**config.mk**
```make
export PLATFORM = sky130hd
export DESIGN_NAME = fma_cluster_flat
export DESIGN_NICKNAME = d
export VERILOG_FILES = /design/src/rtl/fma_pkg.sv /design/src/rtl/fma_cluster_if.sv /design/src/rtl/fma_lane.sv /design/src/rtl/fma_cluster.sv /design/src/flat_wrapper.sv
export SDC_FILE = /design/constraint.sdc
export NUM_CORES = 2
export LEC_CHECK = 0
export ABC_AREA = 1
export CAP_MARGIN = 20
export CORE_ASPECT_RATIO = 1.75
export CORE_MARGIN = 2
export CORE_UTILIZATION = 65
export DETAILED_ROUTE_END_ITERATION = 10
export PLACE_DENSITY = 0.89
export SYNTH_ARGS = -nofsm -noshare
export SYNTH_HDL_FRONTEND = slang
export SYNTH_SLANG_ARGS = --single-unit
```
**constraint.sdc**
```tcl
create_clock -name clk_in -period 11.8 [get_ports clk_in]
set_clock_uncertainty 0.15 [all_clocks]
set_input_delay 2.95 -clock clk_in [delete_from_list [all_inputs] [get_ports clk_in]]
set_output_delay 2.95 -clock clk_in [all_outputs]
set_load 0.1 [all_outputs]
```
**src/rtl/fma_pkg.sv**
```systemverilog
// Shared constants, word type and the fixed-point multiply used by every lane.
package fma_pkg;

   localparam int WORD_WIDTH  = 16;
   localparam int FIXED_POINT = 10;
   localparam int FMA_COUNT   = 2;

   typedef logic signed [WORD_WIDTH-1:0] word_t;

   // Signed product of two sign-extended words, shifted right arithmetically
   // by the number of fractional bits. The arithmetic shift rounds toward
   // minus infinity. Callers keep the low word of the result.
   function automatic logic signed [63:0] fx_mul(input logic signed [31:0] a,
                                                 input logic signed [31:0] b,
                                                 input int unsigned frac);
      logic signed [63:0] p;
      p = 64'(a) * 64'(b);
      return p >>> frac;
   endfunction

endpackage

```
**src/rtl/fma_cluster_if.sv**
```systemverilog
// Operand/result bundle between the memory block and the FMA cluster.
//
// Handshake: valid-only, with no backpressure. The memory side presents
// abc_in together with valid_in, c_valid_in and output_can_be_valid_in, and
// the cluster consumes them on every rising clock edge where valid_in is 1.
// Results (fma_out/fma_valid_out) and packed lines (line_out/line_valid_out)
// are registered. A line is announced by a single-cycle line_valid_out pulse,
// and the write-back port has to accept it in that cycle.
// wb_cnt exposes the write-buffer capture count (0..2) for observation.
interface fma_cluster_if #(
   parameter int FMA_COUNT  = 2,
   parameter int WORD_WIDTH = 16,
   parameter int LINE_WIDTH = 96
);
   logic [LINE_WIDTH-1:0]           abc_in;
   logic                            valid_in;
   logic                            c_valid_in;
   logic                            output_can_be_valid_in;
   logic [WORD_WIDTH*FMA_COUNT-1:0] fma_out;
   logic [FMA_COUNT-1:0]            fma_valid_out;
   logic [LINE_WIDTH-1:0]           line_out;
   logic                            line_valid_out;
   logic [1:0]                      wb_cnt;

   modport master (
      output abc_in, valid_in, c_valid_in, output_can_be_valid_in,
      input  fma_out, fma_valid_out, line_out, line_valid_out, wb_cnt
   );

   modport slave (
      input  abc_in, valid_in, c_valid_in, output_can_be_valid_in,
      output fma_out, fma_valid_out, line_out, line_valid_out, wb_cnt
   );
endinterface

```
**src/rtl/fma_lane.sv**
```systemverilog
// One fixed-point multiply-accumulate lane. acc <= (c_valid ? c : acc) + a*b,
// and the sum wraps modulo 2^W.
module fma_lane
   import fma_pkg::*;
#(
   parameter int WORD_WIDTH  = fma_pkg::WORD_WIDTH,
   parameter int FIXED_POINT = fma_pkg::FIXED_POINT
) (
   input  logic                  clk,
   input  logic                  rst,
   input  logic                  valid,
   input  logic                  c_valid,
   input  logic                  out_en,
   input  logic [WORD_WIDTH-1:0] a,
   input  logic [WORD_WIDTH-1:0] b,
   input  logic [WORD_WIDTH-1:0] c,
   output logic [WORD_WIDTH-1:0] acc,
   output logic                  acc_valid
);

   logic [WORD_WIDTH-1:0] prod;
   logic [WORD_WIDTH-1:0] acc_next;

   // Truncate the floored fixed-point product to one word, then add it to
   // either the fresh base c or the running sum.
   always_comb begin
      prod     = WORD_WIDTH'(fx_mul(32'($signed(a)), 32'($signed(b)), FIXED_POINT));
      acc_next = (c_valid ? c : acc) + prod;
   end

   // The accumulator advances on every valid operand. The output gate only
   // masks the valid flag and does not stop the accumulator.
   always_ff @(posedge clk or posedge rst) begin
      if (rst) begin
         acc       <= '0;
         acc_valid <= 1'b0;
      end else begin
         acc_valid <= valid & out_en;
         if (valid) begin
            acc <= acc_next;
         end
      end
   end

endmodule

```
**src/rtl/fma_cluster.sv**
```systemverilog
// FMA_COUNT accumulator lanes plus a write buffer that packs three complete
// lane-result words into one memory line.
module fma_cluster
   import fma_pkg::*;
#(
   parameter int FMA_COUNT   = fma_pkg::FMA_COUNT,
   parameter int WORD_WIDTH  = fma_pkg::WORD_WIDTH,
   parameter int FIXED_POINT = fma_pkg::FIXED_POINT,
   parameter int LINE_WIDTH  = 3 * WORD_WIDTH * FMA_COUNT
) (
   input  logic         clk_in,
   input  logic         rst_in,
   fma_cluster_if.slave bus
);

   localparam int W  = WORD_WIDTH;
   localparam int RW = W * FMA_COUNT;

   logic [W-1:0]         lane_acc   [FMA_COUNT];
   logic                 lane_valid [FMA_COUNT];
   logic [RW-1:0]        fma_vec;
   logic [FMA_COUNT-1:0] valid_vec;
   logic                 all_valid;

   logic [1:0]            cnt;
   logic [RW-1:0]         slot0;
   logic [RW-1:0]         slot1;
   logic [LINE_WIDTH-1:0] line;
   logic                  line_valid;

   // Lane i takes its {a,b,c} slice counting down from the MSBs.
   for (genvar i = 0; i < FMA_COUNT; i++) begin : g_lane
      logic [3*W-1:0] abc;
      assign abc = bus.abc_in[LINE_WIDTH-1-i*3*W -: 3*W];

      fma_lane #(
         .WORD_WIDTH (W),
         .FIXED_POINT(FIXED_POINT)
      ) u_lane (
         .clk      (clk_in),
         .rst      (rst_in),
         .valid    (bus.valid_in),
         .c_valid  (bus.c_valid_in),
         .out_en   (bus.output_can_be_valid_in),
         .a        (abc[3*W-1 -: W]),
         .b        (abc[2*W-1 -: W]),
         .c        (abc[W-1:0]),
         .acc      (lane_acc[i]),
         .acc_valid(lane_valid[i])
      );
   end

   // Pack the lane results so that lane 0 sits at the MSBs.
   always_comb begin
      fma_vec   = '0;
      valid_vec = '0;
      for (int i = 0; i < FMA_COUNT; i++) begin
         fma_vec[(FMA_COUNT-1-i)*W +: W] = lane_acc[i];
         valid_vec[FMA_COUNT-1-i]        = lane_valid[i];
      end
      all_valid = &valid_vec;
   end

   // Write buffer. It captures only when every lane is valid. The third
   // capture bypasses its slot and publishes the line directly, so a line
   // can complete every third cycle and partial lines never reach line_out.
   always_ff @(posedge clk_in or posedge rst_in) begin
      if (rst_in) begin
         cnt        <= 2'd0;
         slot0      <= '0;
         slot1      <= '0;
         line       <= '0;
         line_valid <= 1'b0;
      end else begin
         line_valid <= 1'b0;
         if (all_valid) begin
            case (cnt)
               2'd0: begin
                  slot0 <= fma_vec;
                  cnt   <= 2'd1;
               end
               2'd1: begin
                  slot1 <= fma_vec;
                  cnt   <= 2'd2;
               end
               default: begin
                  line       <= {slot0, slot1, fma_vec};
                  line_valid <= 1'b1;
                  cnt        <= 2'd0;
               end
            endcase
         end
      end
   end

   assign bus.fma_out        = fma_vec;
   assign bus.fma_valid_out  = valid_vec;
   assign bus.line_out       = line;
   assign bus.line_valid_out = line_valid;
   assign bus.wb_cnt         = cnt;

endmodule

```
**src/flat_wrapper.sv**
```systemverilog
// flat-port wrapper written by rule: the top's interface ports become plain ports
module fma_cluster_flat import fma_pkg::*;
#(
   parameter int FMA_COUNT   = fma_pkg::FMA_COUNT,
   parameter int WORD_WIDTH  = fma_pkg::WORD_WIDTH,
   parameter int FIXED_POINT = fma_pkg::FIXED_POINT,
   parameter int LINE_WIDTH  = 3 * WORD_WIDTH * FMA_COUNT
)
  (clk_in, rst_in, bus_abc_in, bus_valid_in, bus_c_valid_in, bus_output_can_be_valid_in, bus_fma_out, bus_fma_valid_out, bus_line_out, bus_line_valid_out, bus_wb_cnt);
  fma_cluster_if #(.FMA_COUNT(FMA_COUNT), .WORD_WIDTH(WORD_WIDTH), .LINE_WIDTH(LINE_WIDTH)) bus_i ();
  input  logic clk_in;
  input  logic rst_in;
  input wire logic [$bits(bus_i.abc_in)-1:0] bus_abc_in;
  input wire logic [$bits(bus_i.valid_in)-1:0] bus_valid_in;
  input wire logic [$bits(bus_i.c_valid_in)-1:0] bus_c_valid_in;
  input wire logic [$bits(bus_i.output_can_be_valid_in)-1:0] bus_output_can_be_valid_in;
  output wire logic [$bits(bus_i.fma_out)-1:0] bus_fma_out;
  output wire logic [$bits(bus_i.fma_valid_out)-1:0] bus_fma_valid_out;
  output wire logic [$bits(bus_i.line_out)-1:0] bus_line_out;
  output wire logic [$bits(bus_i.line_valid_out)-1:0] bus_line_valid_out;
  output wire logic [$bits(bus_i.wb_cnt)-1:0] bus_wb_cnt;
  assign bus_i.abc_in = bus_abc_in;
  assign bus_i.valid_in = bus_valid_in;
  assign bus_i.c_valid_in = bus_c_valid_in;
  assign bus_i.output_can_be_valid_in = bus_output_can_be_valid_in;
  assign bus_fma_out = bus_i.fma_out;
  assign bus_fma_valid_out = bus_i.fma_valid_out;
  assign bus_line_out = bus_i.line_out;
  assign bus_line_valid_out = bus_i.line_valid_out;
  assign bus_wb_cnt = bus_i.wb_cnt;
  fma_cluster #(.FMA_COUNT(FMA_COUNT), .WORD_WIDTH(WORD_WIDTH), .FIXED_POINT(FIXED_POINT), .LINE_WIDTH(LINE_WIDTH)) u_core (.clk_in(clk_in), .rst_in(rst_in), .bus(bus_i));
endmodule
```
-- Yosys cells after proc, flatten, opt, wreduce, memory -nomap -nowiden
Index checks and enable logic that the tools add are counted.
- flip-flop bits (word level): 196
- bits in latches: 0
- memory bits (writable): 0
- ROM bits: 0
- bits of input ports: 101
- output and inout bits: 133
- logic and storage cells: 25
- memories kept: 0
- $add $sub $neg: 2
- multipliers: 2
- div/mod/pow operators: 0
- $lt $le $gt $ge: 0
- eq/ne operators: 1
- shifts and indexed selects: 0
- multiplexer cells: 5
- bitwise gates (word level): 2
- reductions and logical operators: 5
- operators by type and width (kind ; count):
    16-bit by 16-bit multiplier with 26-bit output ; 2
    16-bit adder ; 2
    16-bit two-way mux ; 2
    2-bit AND reduction ; 3
    2-bit one-hot mux with 2 select lines ; 1
    2-bit by 1-bit equality test with 1-bit output, second input constant ; 1
    2-bit logical NOT ; 1
    1-bit two-way mux ; 2
    2-bit OR reduction ; 1
    1-bit AND ; 1
    1-bit NOT ; 1

-- Logic depth before layout (Yosys ltp)
- depth in word-level cells: 4
- mapped depth: 39

-- Cells and area by module
Synthesis repeated with hierarchy kept, for this count alone.
- cells, all modules: 3459
- area total of the unflattened synthesis: 26573.0 µm²
- by module, submodules not included (module ; times used ; cells an instance ; area an instance (µm²) ; seq. area each (µm²)):
    fma_lane (u_core.g_lane[0].u_lane) ; 1 ; 1407 ; 10256.1 ; 425.4
    fma_lane (u_core.g_lane[1].u_lane) ; 1 ; 1357 ; 10137.2 ; 425.4
    fma_cluster ; 1 ; 695 ; 6179.7 ; 4078.9

-- Least setup slack after synthesis
OpenSTA, ideal clock, no wires.
- kind: input-to-reg
- from: input bus_abc_in[66]
- to: register u_core.g_lane[0].u_lane.acc[15]
- setup time: 68 ps
- arrival: 9339 ps
- required time: 11582 ps
- slack: 2243 ps
- stages: 35
- cells stage by stage: clkbuf_1 clkbuf_1 nand2_1 fa_1 fa_1 fa_1 fa_1 inv_1 fa_1 inv_1 fa_1 inv_1 ha_1 nand2_1 a21oi_1 a211oi_1 o21ai_0 a21oi_1 o21ai_0 nand2_1 nand2_1 xor2_1 ha_1 inv_1 nor3_1 nand3_1 nand3_1 nand2_1 inv_1 nand2_1 o21ai_0 inv_1 nand3_1 nand3_1 nand2_1
- longest elaborated chain between the ends: 2
- RTL lines (item ; RTL line ; RTL):
    start: declaration ; flat_wrapper.sv:13 ; input wire logic [$bits(bus_i.abc_in)-1:0] bus_abc_in;
    16-bit by 16-bit multiplier with 26-bit output ; fma_pkg.sv:17 ; p = 64'(a) * 64'(b);
    16-bit adder ; fma_lane.sv:28 ; acc_next = (c_valid ? c : acc) + prod;
    end signal: assignment ; fma_lane.sv:40 ; acc <= acc_next;
    end: declaration ; fma_lane.sv:17 ; output logic [WORD_WIDTH-1:0] acc,
Every way passes these cells.
A chain may end at the register's enable or synchronous reset.

-- Worst setup path in the final report
- from: input bus_abc_in[88]
- to: register u_core.g_lane[0].u_lane.acc[15]
The elaborated chain is that of the path after synthesis.

==> flow_summary.ini <==
[placement]
hpwl_um = 52800
place_area_um2 = 28600
gp_congestion = 0.927
port-buffer-count = 233

[synth]
async_flop_share_pct = 100
seq_area_frac_synth_pct = 18.8
syn-num-nets = 4040
ys.flop_type = dfrtp_1
syn_avg_cell_area_um2 = 7.79
ys_types = 44
synthCells = 3347
synth-seq-cells = 196
syn_area_um2 = 26100
synth_warnings = 0
synth_edf_count = 0

[cts]
clockBufferDepth = 2
cts.htree.levels = 4
path_clk_slew_ns = 0.07
cts_resized = 0
cts-hold-fix-buffers = 0
cts_root_buf = clkbuf_16
cts_tree = yes
cts_buffers = 17
clk_latency_ns = 0.44
post-cts-setup-buffers = 0
numClockSinks = 196

[hold_path]
worstHoldPathCells = 2
hp-class = flop to flop

[global_route]
grt_max_degree = 117
use_met3_pct = 3.44
grt_pass1_vias = 22800
grt.total_usage_pct = 33.1
top_usage_layer = met2
use_met1_pct = 36.9
grtUsageMet2_pct = 60.5
overflow = 0
grt_pass1_wl_um = 109000
antenna_found_initial = 0

[floorplanning]
die_x_um = 155
die_h_um = 269
core_region_area_um2 = 39800
rows = 97
start_util_pct = 65.5
dieArea_um2 = 41800
pin_count = 234

[sta]
tns_ns = 0
fin_crit_sh_pct = 86.6
maxSlewViolCount = 0
hold_violations = 0
rsz0062_at_grt = no
final-setup-viol-count = 0
tightest_slew_ns = 1.04
fin_crit_ns = 10.22
relSlewSlack_pct = 30.6
max_freq_mhz = 97.8

[critical_path]
rr_worst_depth = 16
crit_type = input port to flop
crit_path_end_kind = flop
cp-start-kind = input port
path_depth = 34
worst-path-buf-inv = 7
crit_top_cell = nand2_1
crit_arrival_ns = 10.44
path_max_fanout = 16
worstPathRequired_ns = 12.02
critPathSlowestCell = clkdlybuf4s50_1
path_delay_family = adder cells
max_stage_delay_ns = 0.95

[drt]
firstDrtPassIters = 6
wirelength_um = 66600
vias_per_cell = 5.48
routedWlPerCell_um = 16.8
final_antenna_net_count = 0
drc = 0
vias = 21800
drt_iter0_markers = 1848

[finish]
final_nets = 4160
antenna_cells = 0
final_cell_mix = nand2_1, inv_1, fa_1
final_area_um2 = 29200
n_fill_cell = 2838
drive_above_1_share_pct = 2.30
syn_to_final_growth_pct = 11.9
multi_input_area_um2 = 17300
regArea_um2 = 4900
fin_util_pct = 73.3
final_common_cell = nand2_1

[status]
status = completed

[run]
cap_violations = 0
## worst paths after layout
kind / startpoint / end / slack [ns]
hold / removal: u_core.slot1[30] / u_core.bus.line_out[62] / 0.32
setup / recovery: bus_abc_in[88] / u_core.g_lane[0].u_lane.acc[15] / 1.58
min in group asynchronous: rst_in / u_core.bus.line_out[52] / 2.89
hold reg to reg: u_core.slot1[30] / u_core.bus.line_out[62] / 0.32
max in group asynchronous: rst_in / u_core.bus.line_out[72] / 7.48
setup reg to reg: u_core.g_lane[1].u_lane.acc[0] / u_core.g_lane[1].u_lane.acc[14] / 8.87
## metrics by stage
step           cells  hold slack [ns]  setup slack, ns
2_1_floorplan   3347            0.292             2.24
3_5_place_dp    3941            0.302             1.20
5_1_grt         3975            0.338            0.990
3_3_place_gp    3941            0.297             1.36
4_1_cts         3973            0.319             1.65
6_report        3975            0.319             1.58
## worst register-to-register path: stages, from the launching register on
cell and delay, ns:
dfrtp_1 0.34, inv_1 0.13, o21ai_0 0.34, ha_1 0.23
inv_1 0.06, fa_1 0.46, nand3b_1 0.18, nand3_1 0.16
nand3_1 0.10, o2111ai_1 0.13, nand2_1 0.08, inv_1 0.08
o21ai_0 0.09, nand2_1 0.07, nand2_1 0.06, nand3_1 0.07
o21ai_0 0.08
## state kept, by name, indices dropped and copies added, names as in the netlist
name,cells
u_core.bus.line_out,96
u_core.slot1,32
u_core.bus.line_valid_out,1
u_core.bus.wb_cnt,2
u_core.g_lane.u_lane.acc,32
u_core.slot0,32
u_core.g_lane.u_lane.acc_valid,1
## per-layer routing
layer  vias to the layer above  wire length [µm]
met5                         -                 0
met3                       300              4500
met4                         0              4360
met2                      1083             35000
li1                       9929                 -
met1                     10500             22800
## layout make-up
| cell class | count | area share, % |
|---|---|---|
| Timing Repair Buffer | 246 | 8.44 |
| Clock inverter | 14 | 0.497 |
| Clock buffer | 18 | 1.47 |
| Inverter | 875 | 11.3 |
| Multi-Input combinational cell | 2131 | 59.4 |
| Sequential cell | 196 | 16.8 |
| Tap cell | 495 | 2.12 |
## cells in the mapped netlist, types with 3 or more instances
master,instances,share of area (%)
nor2_1,61,0.88
o21bai_1,4,0.12
buf_4,3,0.086
o21a_1,7,0.20
a21o_1,7,0.20
nor3_1,5,0.096
a21oi_1,71,1.4
inv_2,3,0.043
ha_1,174,8.3
nand3_2,4,0.15
inv_1,870,13
o22ai_1,3,0.072
xor2_1,42,1.4
dfrtp_1,196,19
o31ai_1,3,0.086
clkbuf_1,133,1.9
nand2_2,5,0.12
o21ai_0,182,3.5
or2_2,13,0.31
a211oi_1,6,0.17
buf_2,4,0.077
fa_1,418,32
nand2_1,1007,14
nand4_1,8,0.19
nand3_1,73,1.4
buf_1,3,0.043
xnor2_1,20,0.67
## kinds of logic after synthesis
group | count (synthesis) | share of synthesized area (%)
compound gates | 292 | 5.97
buf+inv | 1020 | 14.8
simple gates | 1185 | 17.9
fa+ha+maj | 592 | 40.4
xor+xnor | 62 | 2.08
flops | 196 | 18.8
Power is left out: the tool's default activity adds up to more than one toggle a clock period on the data nets, which glitch-free logic cannot reach.
